==> config.mk <==
export PLATFORM = sky130hd
export DESIGN_NAME = writeback_multi
export DESIGN_NICKNAME = d
export VERILOG_FILES = /design/src/rtl/writeback_multi.sv
export SDC_FILE = /design/constraint.sdc
export NUM_CORES = 1
export LEC_CHECK = 0
export CAP_MARGIN = 20
export CORE_UTILIZATION = 30
export CTS_CLUSTER_DIAMETER = 30
export DETAILED_ROUTE_END_ITERATION = 10
export HOLD_SLACK_MARGIN = 0.06
export MAX_ROUTING_LAYER = met4
export PLACE_DENSITY_LB_ADDON = 0.25
export SLEW_MARGIN = 10
export SYNTH_ARGS = -nofsm -noshare
export SYNTH_HDL_FRONTEND = slang
export SYNTH_SLANG_ARGS = --single-unit
export TNS_END_PERCENT = 30
==> constraint.sdc <==
create_clock -name clk -period 3.3 [get_ports clk]
set_clock_uncertainty 0.15 [all_clocks]
set_input_delay 0.33 -clock clk [delete_from_list [all_inputs] [get_ports clk]]
set_output_delay 0.33 -clock clk [all_outputs]
set_load 0.02 [all_outputs]
==> src/rtl/writeback_multi.sv <==
// writeback_multi -- multi-lane MEM/WB pipeline register and register-file writeback.
//
// Holds one bundle of LANES instructions (lane 0 oldest). From the stored bundle
// it derives one register-file write per lane:
//   - Branch-and-link rewrites the write to LINK_REG with pc + LINK_OFFSET.
//   - Writes to register 0 are suppressed.
//   - When lanes in the same bundle write the same register, only the youngest
//     enabled one is kept.
// A retire counter accumulates the number of valid lanes each time the bundle
// leaves WB.
//
// Ports
//   clk             rising-edge clock
//   rst             synchronous reset, active high
//   stall           hold WB contents
//   flush           drop the incoming bundle; WB becomes empty
//   in_valid        [LANES]          per-lane instruction valid
//   in_result       [LANES*DATA_W]   per-lane result, lane i at [i*DATA_W +: DATA_W]
//   in_pc           [LANES*ADDR_W]   per-lane PC
//   in_dest         [LANES*5]        per-lane destination register
//   in_write_en     [LANES]          per-lane register write request
//   in_branch_link  [LANES]          per-lane link request
//   reg_write_en    [LANES]          per-lane register-file write enable
//   reg_write_dest  [LANES*5]        per-lane write register
//   reg_write_data  [LANES*DATA_W]   per-lane write data
//   retire_valid    [LANES]          lanes holding a valid instruction in WB
//   retire_count    [CNT_W]          running count of retired instructions
//
// All outputs are driven from the WB register only.

module writeback_multi #(
  parameter int LANES       = 2,
  parameter int DATA_W      = 32,
  parameter int ADDR_W      = 32,
  parameter int LINK_REG    = 31,
  parameter int LINK_OFFSET = 8,
  parameter int CNT_W       = 32
) (
  input  logic                    clk,
  input  logic                    rst,
  input  logic                    stall,
  input  logic                    flush,
  input  logic [LANES-1:0]        in_valid,
  input  logic [LANES*DATA_W-1:0] in_result,
  input  logic [LANES*ADDR_W-1:0] in_pc,
  input  logic [LANES*5-1:0]      in_dest,
  input  logic [LANES-1:0]        in_write_en,
  input  logic [LANES-1:0]        in_branch_link,
  output logic [LANES-1:0]        reg_write_en,
  output logic [LANES*5-1:0]      reg_write_dest,
  output logic [LANES*DATA_W-1:0] reg_write_data,
  output logic [LANES-1:0]        retire_valid,
  output logic [CNT_W-1:0]        retire_count
);

  // Link address is formed at the wider of the two widths so that a DATA_W
  // wider than ADDR_W keeps the carry out of the PC add.
  localparam int SUM_W = (DATA_W > ADDR_W) ? DATA_W : ADDR_W;

  logic [LANES-1:0]        valid_q,  valid_d;
  logic [LANES-1:0]        wr_q,     wr_d;
  logic [LANES-1:0]        link_q,   link_d;
  logic [LANES*DATA_W-1:0] result_q, result_d;
  logic [LANES*ADDR_W-1:0] pc_q,     pc_d;
  logic [LANES*5-1:0]      dest_q,   dest_d;
  logic [CNT_W-1:0]        count_q,  count_d;

  logic [CNT_W-1:0]        valid_pop;
  logic                    advance;

  // The bundle in WB leaves (and is counted) whenever the register is replaced,
  // including on flush: flush only discards the incoming bundle.
  assign advance = flush | ~stall;

  // ---------------------------------------------------------------------------
  // WB register next state
  // ---------------------------------------------------------------------------
  always_comb begin
    valid_d  = valid_q;
    wr_d     = wr_q;
    link_d   = link_q;
    result_d = result_q;
    pc_d     = pc_q;
    dest_d   = dest_q;
    if (flush) begin
      valid_d = '0;
    end else if (!stall) begin
      valid_d  = in_valid;
      wr_d     = in_write_en;
      link_d   = in_branch_link;
      result_d = in_result;
      pc_d     = in_pc;
      dest_d   = in_dest;
    end
  end

  always_comb begin
    valid_pop = '0;
    for (int i = 0; i < LANES; i++) begin
      valid_pop = valid_pop + CNT_W'(valid_q[i]);
    end
  end

  assign count_d = advance ? (count_q + valid_pop) : count_q;

  always_ff @(posedge clk) begin
    if (rst) begin
      valid_q  <= '0;
      wr_q     <= '0;
      link_q   <= '0;
      result_q <= '0;
      pc_q     <= '0;
      dest_q   <= '0;
      count_q  <= '0;
    end else begin
      valid_q  <= valid_d;
      wr_q     <= wr_d;
      link_q   <= link_d;
      result_q <= result_d;
      pc_q     <= pc_d;
      dest_q   <= dest_d;
      count_q  <= count_d;
    end
  end

  // ---------------------------------------------------------------------------
  // Effective per-lane write (link overrides the stored write fields)
  // ---------------------------------------------------------------------------
  logic [4:0]        eff_dest [LANES];
  logic [DATA_W-1:0] eff_data [LANES];
  logic              eff_wr   [LANES];

  for (genvar g = 0; g < LANES; g++) begin : g_lane
    logic [SUM_W-1:0] link_sum;

    assign link_sum    = SUM_W'(pc_q[g*ADDR_W +: ADDR_W]) + SUM_W'(LINK_OFFSET);
    assign eff_dest[g] = link_q[g] ? 5'(LINK_REG) : dest_q[g*5 +: 5];
    assign eff_data[g] = link_q[g] ? DATA_W'(link_sum) : result_q[g*DATA_W +: DATA_W];
    assign eff_wr[g]   = link_q[g] | wr_q[g];
  end

  // A lane is killed when any younger valid writing lane targets the same
  // register, so the last write in program order is the one that lands.
  logic [LANES-1:0] killed;

  always_comb begin
    killed = '0;
    for (int i = 0; i < LANES; i++) begin
      for (int j = i + 1; j < LANES; j++) begin
        if (valid_q[j] && eff_wr[j] && (eff_dest[j] == eff_dest[i])) begin
          killed[i] = 1'b1;
        end
      end
    end
  end

  // ---------------------------------------------------------------------------
  // Outputs
  // ---------------------------------------------------------------------------
  always_comb begin
    reg_write_en   = '0;
    reg_write_dest = '0;
    reg_write_data = '0;
    for (int i = 0; i < LANES; i++) begin
      reg_write_en[i] = valid_q[i] & eff_wr[i] & (eff_dest[i] != 5'd0) & ~killed[i];
      reg_write_dest[i*5 +: 5]           = eff_dest[i];
      reg_write_data[i*DATA_W +: DATA_W] = eff_data[i];
    end
  end

  assign retire_valid = valid_q;
  assign retire_count = count_q;

endmodule

# [Yosys cells after proc, flatten, opt, wreduce, memory -nomap -nowiden]
# Index checks and enable logic that the tools add are counted.
[word_totals] reg_bits=176 out_inout_bits=110
[classes] add_sub_neg=4 n_eq_ne=1 muxes=5 n_bitwise=11 reduce_logical=6
[op_table] op="adder 32 x 4 -> 32 bit (second input constant)" n=2
[op_table] op="two-way mux 32 bit" n=2
[op_table] op="adder 32 x 2 -> 32 bit" n=1
[op_table] op="two-way mux 5 bit" n=2
[op_table] op="nonzero test 5 bit" n=2
[op_table] op="AND 1 bit" n=5
[op_table] op="equality test 5 bit" n=1
[op_table] op="NOT 1 bit" n=3
[op_table] op="OR 1 bit" n=3
[op_table] op="adder 1 x 1 -> 2 bit" n=1
[op_table] op="logical AND 1 bit" n=2
[op_table] op="AND reduction 2 bit" n=1
[op_table] op="OR reduction 2 bit" n=1
[op_table] op="two-way mux 1 bit" n=1

# [Depth between registers and ports, before layout]
[logic_depth] word_depth=6 depth_mapped=10 mapped_depth_nobuf=9

# [Worst setup path after synthesis]
# Ideal clock, no wire load.
[synth_timing] path_type="register to register" startpoint="register valid_q[0] (netlist: retire_valid[0])" endpoint="register count_q[20] (netlist: retire_count[20])" arrival_ns=2.234 required_time_ns=3.022 path_slack_ns=0.789 path_stages_with_launch=11 n_path_buf=1 period_less_slack_ns=2.511 cell_sequence="dfxtp_1 -> inv_1 -> fa_1 -> inv_1 -> ha_1 -> nand2_1 -> or3_4 -> buf_6 -> nor4_2 -> xnor2_1 -> nor2_1"
[synth_between] elab_chain_len=2
[synth_lines] item="start: declaration" line="60" source="logic [LANES-1:0] valid_q, valid_d;"
[synth_lines] item="start signal: assignment" line="116" source="valid_q <= valid_d;"
[synth_lines] item="adder 1 x 1 -> 2 bit" line="100" source="valid_pop = valid_pop + CNT_W'(valid_q[i]);"
[synth_lines] item="adder 32 x 2 -> 32 bit" line="104" source="assign count_d = advance ? (count_q + valid_pop) : count_q;"
[synth_lines] item="end signal: assignment" line="122" source="count_q <= count_d;"
[synth_lines] item="end: declaration" line="66" source="logic [CNT_W-1:0] count_q, count_d;"
# Every way passes these cells.
# A chain may end at the register's enable or synchronous reset.

# [Worst setup path after layout]
[layout_timing] startpoint="register pc_q[35]" endpoint="output reg_write_data[53]"
[layout_between] elab_chain_len=2
[layout_lines] item="start: declaration" line="64" source="logic [LANES*ADDR_W-1:0] pc_q, pc_d;"
[layout_lines] item="start signal: assignment" line="120" source="pc_q <= pc_d;"
[layout_lines] item="adder 32 x 4 -> 32 bit" line="136" source="assign link_sum = SUM_W'(pc_q[g*ADDR_W +: ADDR_W]) + SUM_W'(LINK_OFFSET);"
[layout_lines] item="two-way mux 32 bit" line="138" source="assign eff_data[g] = link_q[g] ? DATA_W'(link_sum) : result_q[g*DATA_W +: DATA_W];"
[layout_lines] item="end: declaration" line="51" source="output logic [LANES*DATA_W-1:0] reg_write_data,"
# Every way passes these cells.

==> flow_summary.yaml <==
grt:
  grt_pass1_wl_um: 40500
  antenna_found_initial: 0
  grt_start_max_net_pins: 143
  grt.overflow.total: 0
  grt_pass1_vias: 7671
  grt_util_all_layers_pct: 18.1
floorplan:
  core_area_mm2: 0.0277
  start_util_pct: 30.5
  die_x_um: 170
  dieArea_mm2: 0.0288
  ios: 258
  fp.dieH_um: 170
  rows: 61
clock_tree:
  cts_tree: "done"
  cts-root-buf: "clkbuf_16"
  cts_sinks: 176
  cts_inserted_buffers: 17
  htree_levels: 4
  clockBufferDepth: 2
  clkTransAtPathRegs_ns: 0.08
  insertion_delay_ns: 0.42
critical_path:
  reg2reg_to: "retire_count[28]$_SDFFE_PP0P_"
  cp-end-kind: "primary output"
  startpoint_type: "flip-flop"
  critPathRequiredTime_ns: 2.82
  criticalPathCategory: "reg2out"
  crit_arrival_ns: 2.68
  worst-path-max-fanout: 9
  reg2reg_from: "retire_valid[0]$_SDFFE_PP0N_"
  worstRegToRegCells: 9
  reg2reg_slack_ns: 0.68
final_layout:
  finalNonFillerCells: 1744
  num-fill-cells: 2851
  multi_input_area_mm2: 0.00461
  area.growth.synth_to_final_pct: 42.2
  drive_gt1_share_pct: 6.66
  fin_nets: 1505
  n_antenna_cell: 0
  seqCellArea_mm2: 0.00353
run_status:
  status: "finished, final reports clean"
job:
  drv_cap: 0
detailed_routing:
  vias: 8243
  ant_nets: 0
  drcViolationCount: 0
  wl_per_cell_um: 14.7
  viasPerCell: 4.73
  drt_iter0_markers: 488
  drt-total-wl_um: 25600
  dr.pass1.iters: 4
power:
  switchingPower_w: 0.00142
  combPwrFrac_pct: 15.4
  vdd_drop_max_uv: 282
  pwr-share-clk_pct: 40.1
  powerDensity_mw_per_mm2: 426
  sequentialPowerShare_pct: 44.5
  cellLeakagePower_nw: 4.17
  p_sw_share_pct: 27.9
  intPower_w: 0.00369
yosys:
  yosys_warnings: 0
  ys_seq_elements: 176
  ys_top_cells_by_area: "dfxtp_1, nand2_1, a21oi_1"
  syn-cell-area_mm2: 0.00844
  synth_edf_count: 0
  synth.avg_cell_area_um2: 7.40
  synth_cell_type_count: 45
  yosys.cell_count.top_type: "nand2_1"
  yosys.area.top_type: "dfxtp_1"
  syn-num-nets: 1292
  synthFlopType: "dfxtp_1"
  yosys.area.top_type_share_pct: 41.8
  syn_inst: 1140
  synth_common_cells: "nand2_1, a21oi_1, dfxtp_1"
  async_flop_share_pct: 0
  synth_seq_area_share_pct: 41.8
sta:
  setup_ws_ns: 0.137
  hold_viol: 0
  max_freq_mhz: 316
  final_max_slew_viol_count: 0
  rsz0062_at_grt: "yes"
  slew_headroom_pct: 56.0
  tightest_slew_ns: 0.659
  fin_crit_ns: 3.16
  setup_viol: 0
  finalCritPeriodShare_pct: 95.9
placed_design:
  place_ws_ns: 0.414
  hpwlAfterDp_um: 17700
  io_buffers: 257
  place_inst: 1711
  gp_congestion: 0.873
worst_hold_path:
  min_path_cells: 2
  hp-class: "in2reg"
  hold_path_startpoint: "rst"
  min_to: "retire_count[16]$_SDFFE_PP0P_"
[cell families after synthesis]
family / after synthesis / share of synthesized area [%]
AND/OR/NAND/NOR: 552 / 29.8
AO/OA/AOI/OAI: 224 / 13.7
XOR/XNOR: 78 / 8.10
multiplexers: 12 / 1.56
adder cells (fa/ha/maj): 4 / 0.682
flip-flops: 176 / 41.8
buffers and inverters: 94 / 4.42
[through the flow]
| step | TNS [ns] | total power (W) | util [%] | instance area [um^2] | hold WS [ns] |
|---|---|---|---|---|---|
| 5_1_grt | -0.0480 | 0.00534 | 43.3 | 12000 | 0.209 |
| 4_1_cts | 0 | 0.00518 | 43.1 | 11900 | 0.179 |
| 6_report | 0 | 0.00511 | 43.3 | 12000 | 0.206 |
| 2_1_floorplan | 0 | 0.00269 | - | 8440 | 0.259 |
| 3_5_place_dp | 0 | 0.00312 | 40.9 | 11300 | 0.295 |
| 3_3_place_gp | 0 | 0.00311 | 40.9 | 11300 | 0.290 |
[how the worst max path moves through the flow]
stage / from / end / slack [ns] / cells after the start
after floorplan: retire_valid[0]$_SDFFE_PP0N_ / retire_count[20]$_SDFFE_PP0P_ / 0.79 / 10
after global placement: pc_q[35]$_SDFFE_PP0P_ / reg_write_data[63] / 0.48 / 7
after detailed placement: pc_q[35]$_SDFFE_PP0P_ / reg_write_data[63] / 0.41 / 7
after CTS: pc_q[35]$_SDFFE_PP0P_ / reg_write_data[63] / 0.02 / 7
after global routing: pc_q[35]$_SDFFE_PP0P_ / reg_write_data[53] / -0.03 / 7
final: pc_q[35]$_SDFFE_PP0P_ / reg_write_data[53] / 0.14 / 7
[sequential cells by signal, summed over array words and instances (netlist names)]
signal / flops
result_q: 64
retire_count: 32
retire_valid: 2
pc_q: 64
dest_q: 10
link_q: 2
wr_q: 2
[layout make-up]
class                           instances  share of cell area, %
Sequential cell                       176                   29.4
Inverter                               18                  0.563
Multi-Input combinational cell        870                   38.4
Timing Repair Buffer                  270                   22.8
Clock buffer                           17                   3.55
Clock inverter                         15                   1.38
Tap cell                              378                   3.94
[power by group through the flow]
stage / Clock (W) / Combinational (W) / Sequential (W)
floorplan: 0 / 0.000382 / 0.00231
global placement: 0 / 0.000794 / 0.00232
detailed placement: 0 / 0.000793 / 0.00232
CTS: 0.00211 / 0.000798 / 0.00227
global route: 0.00220 / 0.000854 / 0.00229
finish: 0.00205 / 0.000787 / 0.00227
[worst max-delay path: stages (launching register included)]
cell	delay, ns
dfxtp_1	0.40
ha_1	0.20
and3_2	0.28
nand4_4	0.23
nor3_1	0.25
xnor2_1	0.12
a21oi_1	0.16
clkdlybuf4s50_1	0.62
[cells in the final DEF, fill, tap and decap left out, drive strengths merged, types with 24 or more instances in the layout]
| cell type | Yosys | routed |
|---|---|---|
| nand3 | 28 | 28 |
| clkdlybuf4s50 | 0 | 252 |
| nor2 | 96 | 96 |
| nand4 | 24 | 24 |
| xor2 | 27 | 27 |
| xnor2 | 51 | 51 |
| inv | 18 | 27 |
| dfxtp | 176 | 176 |
| nand2 | 316 | 316 |
| a21oi | 204 | 204 |
[per-layer routing]
metal	wire [um]	part of all wire (%)	GRT usage [%]
met3	1620	6.3	4.20
met1	11900	47	23.8
met4	196	0.77	3.37
met2	11800	46	28.2
met5	0	0	-
[timing repair]
action,in CTS,in global routing
setup endpoints to repair,1,17
resized for setup,1,16
setup buffers,0,1
gates cloned,0,0
hold buffers,0,0
pin swaps,0,1
Power figures use the tool's default switching activity.
